[src/rtl/avg_pool_stencil_1_sched_ctrl_if.sv]
// Purpose : iteration-issue bundle between the avg_pool schedule controller and its consumers.
// Latency : none (wires only).
// Backpress: stall flows from consumer to controller and freezes the schedule.
//
// Signals:
//   stall     - consumer -> controller, freezes all schedule state
//   valid     - controller -> consumer, one-cycle iteration-issue strobe
//   ctrl_vars - controller -> consumer, current iteration vector (4 x 16 bit)
//   done      - controller -> consumer, sticky "all iterations issued"
interface avg_pool_stencil_1_sched_ctrl_if;
  logic             stall;
  logic             valid;
  logic [3:0][15:0] ctrl_vars;
  logic             done;

  modport master (input stall, output valid, output ctrl_vars, output done);
  modport slave  (output stall, input valid, input ctrl_vars, input done);
endinterface

[src/rtl/avg_pool_stencil_1_sched_ctrl.sv]
// Purpose : issues the {0} x EXT1 x EXT2 x EXT3 iteration schedule for the avg_pool stencil.
// Latency : first valid START_DELAY cycles after flush drops, then one every II cycles.
// Backpress: stall freezes state and masks valid; a masked issue fires once stall drops.
//
// Ports:
//   clk   - single clock, all state on the rising edge
//   flush - synchronous active-high restart, wins over stall and every transition
//   sched - master side of the issue bundle (stall in; valid/ctrl_vars/done out)
module avg_pool_stencil_1_sched_ctrl #(
  parameter int unsigned START_DELAY = 0,
  parameter int unsigned II          = 1,
  parameter int unsigned EXT1        = 4,
  parameter int unsigned EXT2        = 32,
  parameter int unsigned EXT3        = 32
) (
  input  logic                            clk,
  input  logic                            flush,
  avg_pool_stencil_1_sched_ctrl_if.master sched
);

  localparam logic [15:0] DELAY_END = 16'(START_DELAY);
  localparam logic [15:0] PHASE_END = 16'(II - 1);
  localparam logic [15:0] LAST1     = 16'(EXT1 - 1);
  localparam logic [15:0] LAST2     = 16'(EXT2 - 1);
  localparam logic [15:0] LAST3     = 16'(EXT3 - 1);

  typedef enum logic [1:0] {
    S_WAIT = 2'd0,
    S_RUN  = 2'd1,
    S_DONE = 2'd2
  } state_t;

  state_t      state_q, state_d;
  logic [15:0] delay_q, delay_d;
  logic [15:0] phase_q, phase_d;
  logic [15:0] cv1_q, cv1_d;
  logic [15:0] cv2_q, cv2_d;
  logic [15:0] cv3_q, cv3_d;
  logic        done_q, done_d;

  logic run_now;
  logic issue;
  logic last_iter;

  // WAIT with the delay already met acts as RUN for this cycle, so the
  // first iteration issues on the very cycle the delay expires (cycle 0
  // when START_DELAY is 0) rather than one cycle later.
  assign run_now   = (state_q == S_RUN) ||
                     ((state_q == S_WAIT) && (delay_q == DELAY_END));
  assign last_iter = (cv1_q == LAST1) && (cv2_q == LAST2) && (cv3_q == LAST3);
  assign issue     = run_now && (phase_q == 16'd0) && !sched.stall && !flush;

  always_comb begin
    state_d = state_q;
    delay_d = delay_q;
    phase_d = phase_q;
    cv1_d   = cv1_q;
    cv2_d   = cv2_q;
    cv3_d   = cv3_q;
    done_d  = done_q;

    // DONE ignores stall entirely; everything else freezes under it.
    if (!sched.stall && (state_q != S_DONE)) begin
      if ((state_q == S_WAIT) && (delay_q != DELAY_END)) begin
        delay_d = delay_q + 16'd1;
      end

      if (run_now) begin
        state_d = S_RUN;
        phase_d = (phase_q == PHASE_END) ? 16'd0 : phase_q + 16'd1;

        if (phase_q == 16'd0) begin
          if (last_iter) begin
            // Hold the final vector for the whole DONE period.
            state_d = S_DONE;
            done_d  = 1'b1;
            phase_d = 16'd0;
          end else if (cv3_q == LAST3) begin
            cv3_d = 16'd0;
            if (cv2_q == LAST2) begin
              cv2_d = 16'd0;
              cv1_d = cv1_q + 16'd1;
            end else begin
              cv2_d = cv2_q + 16'd1;
            end
          end else begin
            cv3_d = cv3_q + 16'd1;
          end
        end
      end
    end
  end

  always_ff @(posedge clk) begin
    if (flush) begin
      state_q <= S_WAIT;
      delay_q <= 16'd0;
      phase_q <= 16'd0;
      cv1_q   <= 16'd0;
      cv2_q   <= 16'd0;
      cv3_q   <= 16'd0;
      done_q  <= 1'b0;
    end else begin
      state_q <= state_d;
      delay_q <= delay_d;
      phase_q <= phase_d;
      cv1_q   <= cv1_d;
      cv2_q   <= cv2_d;
      cv3_q   <= cv3_d;
      done_q  <= done_d;
    end
  end

  assign sched.valid     = issue;
  assign sched.ctrl_vars = {cv3_q, cv2_q, cv1_q, 16'd0};
  assign sched.done      = done_q;

endmodule

[src/flat_wrapper.sv]
// flat-port wrapper written by rule: the top's interface ports become plain ports
module avg_pool_stencil_1_sched_ctrl_flat 
#(
  parameter int unsigned START_DELAY = 0,
  parameter int unsigned II          = 1,
  parameter int unsigned EXT1        = 4,
  parameter int unsigned EXT2        = 32,
  parameter int unsigned EXT3        = 32
)
  (clk, flush, sched_stall, sched_valid, sched_ctrl_vars, sched_done);
  avg_pool_stencil_1_sched_ctrl_if sched_i ();
  input  logic clk;
  input  logic flush;
  input wire logic [$bits(sched_i.stall)-1:0] sched_stall;
  output wire logic [$bits(sched_i.valid)-1:0] sched_valid;
  output wire logic [$bits(sched_i.ctrl_vars)-1:0] sched_ctrl_vars;
  output wire logic [$bits(sched_i.done)-1:0] sched_done;
  assign sched_i.stall = sched_stall;
  assign sched_valid = sched_i.valid;
  assign sched_ctrl_vars = sched_i.ctrl_vars;
  assign sched_done = sched_i.done;
  avg_pool_stencil_1_sched_ctrl #(.START_DELAY(START_DELAY), .II(II), .EXT1(EXT1), .EXT2(EXT2), .EXT3(EXT3)) u_core (.clk(clk), .flush(flush), .sched(sched_i));
endmodule
[config.mk]
export PLATFORM = sky130hd
export DESIGN_NAME = avg_pool_stencil_1_sched_ctrl_flat
export DESIGN_NICKNAME = d
export VERILOG_FILES = /design/src/rtl/avg_pool_stencil_1_sched_ctrl_if.sv /design/src/rtl/avg_pool_stencil_1_sched_ctrl.sv /design/src/flat_wrapper.sv
export SDC_FILE = /design/constraint.sdc
export NUM_CORES = 1
export LEC_CHECK = 0
export CAP_MARGIN = 10
export CORE_ASPECT_RATIO = 1.4
export CORE_UTILIZATION = 25
export CTS_BUF_LIST = sky130_fd_sc_hd__clkbuf_4
export CTS_CLUSTER_SIZE = 24
export DETAILED_ROUTE_END_ITERATION = 12
export PLACE_DENSITY = 0.5
export SYNTH_ARGS = -nofsm -noshare
export SYNTH_HDL_FRONTEND = slang
export SYNTH_SLANG_ARGS = --single-unit
[constraint.sdc]
create_clock -name clk -period 5.2 [get_ports clk]
set_input_delay 0.52 -clock clk [delete_from_list [all_inputs] [get_ports clk]]
set_output_delay 0.52 -clock clk [all_outputs]
set_load 0.02 [all_outputs]
==> results.yml <==
outcome:
  status: "completed"
floorplan:
  fp.dieW_um: 115
  pin_count: 69
  initial_core_util: 0.256
  die_area_sq_mm: 0.0184
  die_height_um: 160
  core-area_sq_mm: 0.0174
  rows: 57
timing:
  hold_violations: 0
  max_freq_mhz: 271
  rsz0062_at_grt: "no"
  fin_skew_ps: 22.5
  slew_headroom: 0.331
  setup_viol: 0
  fin_setup_tns_ps: 0
  worstMarginPinSlew_ps: 995
  post-route-min-period_ps: 3690
  drv_slew: 0
  fin_crit_sh: 0.710
finish:
  final_area_sq_mm: 0.00533
  area_delta_synth_final_pct: 19.5
  drive_above_1_share: 0.0566
  n_fill_cell: 1893
  fin_nets: 588
global_route:
  gr-usage-all-layers: 0.147
  grt_pass1_wl_um: 21300
  grt_pass1_vias: 4137
  grt_overflow: 0
  grt_antenna_before_repair: 1
  grt_max_degree: 60
setup_path:
  start_kind: "flop"
  path_class: "reg -> out"
  crit_slowest_cell: "clkdlybuf4s50_1"
  slowest_delay_ps: 700
  worstPathRequired_ps: 4680
  path_max_fanout: 26
  end_kind: "output pin"
  critPathArrivalTime_ps: 3170
  worstPathCellList: "inv_1 -> ha_1 -> nor4b_1 -> a41oi_2 -> buf_4 -> nor4_4 -> clkdlybuf4s50_1"
  cp_top_family: "buffers and inverters"
  critPathBufInv: 3
flow_run:
  drv_cap: 0
synthesis:
  yosysUniqueCellTypes: 49
  ys_seq_elements: 83
  postSynthCellCount: 535
  yosysSeqAreaShare: 0.372
  avgSynthCellArea_sq_um: 8.34
  netlist_area_sq_mm: 0.00446
  ys.flop_type: "dfxtp_1"
  yosysTopAreaCellShare: 0.372
  yosys-top-cells-area: "dfxtp_1 37%, a21oi_1 4.9%, nand3_1 4.8%"
  yosysMostFrequentCell: "dfxtp_1"
  ys_top_cells_by_count: "83 x dfxtp_1, 44 x a21oi_1, 43 x nand3_1, 43 x nor2_1"
  ys_async_sr_fraction: 0
  synth_top_area_cell: "dfxtp_1"
  ys_warn_count: 0
  synth-edff-count: 0
clock_tree:
  clkTransAtPathRegs_ps: 140
  clk_latency_ps: 480
  htree_levels: 3
  cts_tree: "yes"
  holdBufCountCts: 0
  clockBufferDepth: 2
  root_buffer: "clkbuf_4"
  postCtsSetupRepairBufs: 0
  cts_buffers: 9
  cts_resized: 0
  numClockSinks: 83
placement:
  place_area_sq_mm: 0.00515
  port_buffers: 52
  place.gp.congestion: 0.759
  place_hpwl_um: 9060
hold_path:
  hold_class: "in -> reg"
detailed_routing:
  wl_per_cell_um: 16.0
  firstDrtPassIters: 4
  antenna_left: 0
  remaining_drc_errors: 0
  vias: 4347
  initialDrtViolationCount: 228
  wl_um: 13100
  via_per_inst: 5.30
power_and_ir_drop:
  p_leak_nw: 1.61
  power_density_mw_per_mm2: 224
  ir_drop_mv: 0.0996
==> area by class of cell <==
| type | count | area (sq um) | share of cell area |
|---|---|---|---|
| multi-input cells | 416 | 2590 | 0.487 |
| diodes | 1 | 2.50 | 0.000469 |
| well taps | 236 | 295 | 0.0554 |
| clock inverters | 7 | 116 | 0.0218 |
| repair buffers | 57 | 553 | 0.104 |
| flip-flops and latches | 83 | 1660 | 0.312 |
| inverters | 11 | 41.3 | 0.00774 |
| clock buffers | 9 | 67.6 | 0.0127 |
==> layout by cell type (no fill, tap or decap), types with 3 or more instances in the layout <==
master and n:
dfxtp_1 83, clkdlybuf4s50_1 51, a21oi_1 44, nand3_1 43, nor2_1 43, nand4_1 26
o31ai_1 26, nand2_1 24, or4_1 22, nor3_1 20, nor4_1 16, xnor2_1 16
conb_1 16, o21ai_0 15, inv_1 11, or3_1 11, xor2_1 10, and3_1 10
and4_1 9, clkbuf_4 9, o311ai_0 7, ha_1 7, o211ai_1 5, buf_4 5
nor4b_1 4, and2_1 4, a311oi_1 3, nand4b_1 3, nor3b_1 3, bufinv_16 3
==> per-stage QoR <==
| stage | worst slack [ps] | util | hold slack, ps | std cells | power [mW] |
|---|---|---|---|---|---|
| final | 1510 | 0.306 | 457 | 820 | 1.19 |
| after global routing | 1260 | 0.306 | 437 | 820 | 1.24 |
| after CTS | 1470 | 0.306 | 422 | 819 | 1.21 |
| after detailed placement | 2020 | 0.296 | 482 | 803 | 0.719 |
| after global placement | 2150 | 0.296 | 467 | 803 | 0.718 |
| after floorplan | 2630 | - | 452 | 550 | 0.709 |
==> final timing paths <==
path	from	to	slack, ps	cells past startpoint
worst max register to register	u_core.delay_q[0]	u_core.phase_q[15]	2260	7
worst min register to register	u_core.delay_q[15]	u_core.delay_q[15]	500	2
worst max-delay path	u_core.delay_q[0]	sched_valid	1510	7
worst min-delay path	flush	u_core.cv3_q[11]	460	4
==> cell families (layout without fill, tap and decap cells) <==
group / Yosys count / in the layout / share of synthesized area
simple gates: 254 / 254 / 0.332
buf+inv: 51 / 84 / 0.0586
xor+xnor: 26 / 26 / 0.0510
compound gates: 110 / 110 / 0.158
other cells: 1 / 17 / 0.000840
fa+ha+maj: 7 / 7 / 0.0196
flops: 83 / 83 / 0.372
mux: 3 / 3 / 0.00729
==> per-layer routing <==
metal	vias up	GRT usage	part of all wire
met5	-	0	0
met1	2109	0.169	0.43
met3	18	0.0247	0.039
met4	0	0.0708	0.021
li1	2111	-	-
met2	109	0.258	0.51
==> worst min-delay path, cell delays in order <==
cell and delay (ps):
buf_2 140, nor4_4 90, nand4_1 90, mux2i_1 60
==> state kept, by name (all words and copies together) (netlist names) <==
signal and cells:
u_core.cv1_q 16, u_core.cv2_q 16, u_core.cv3_q 16, u_core.delay_q 16, u_core.phase_q 16, u_core.state_q 2, u_core.sched.done 1
==> power breakdown <==
group	leakage, nW	switching, mW	internal [mW]	total [mW]
Combinational	0.846	0.0478	0.0137	0.0615
Sequential	0.669	0.00409	0.639	0.643
Clock	0.0975	0.246	0.242	0.489
Total	1.61	0.298	0.895	1.19
Power figures use the tool's default switching activity.
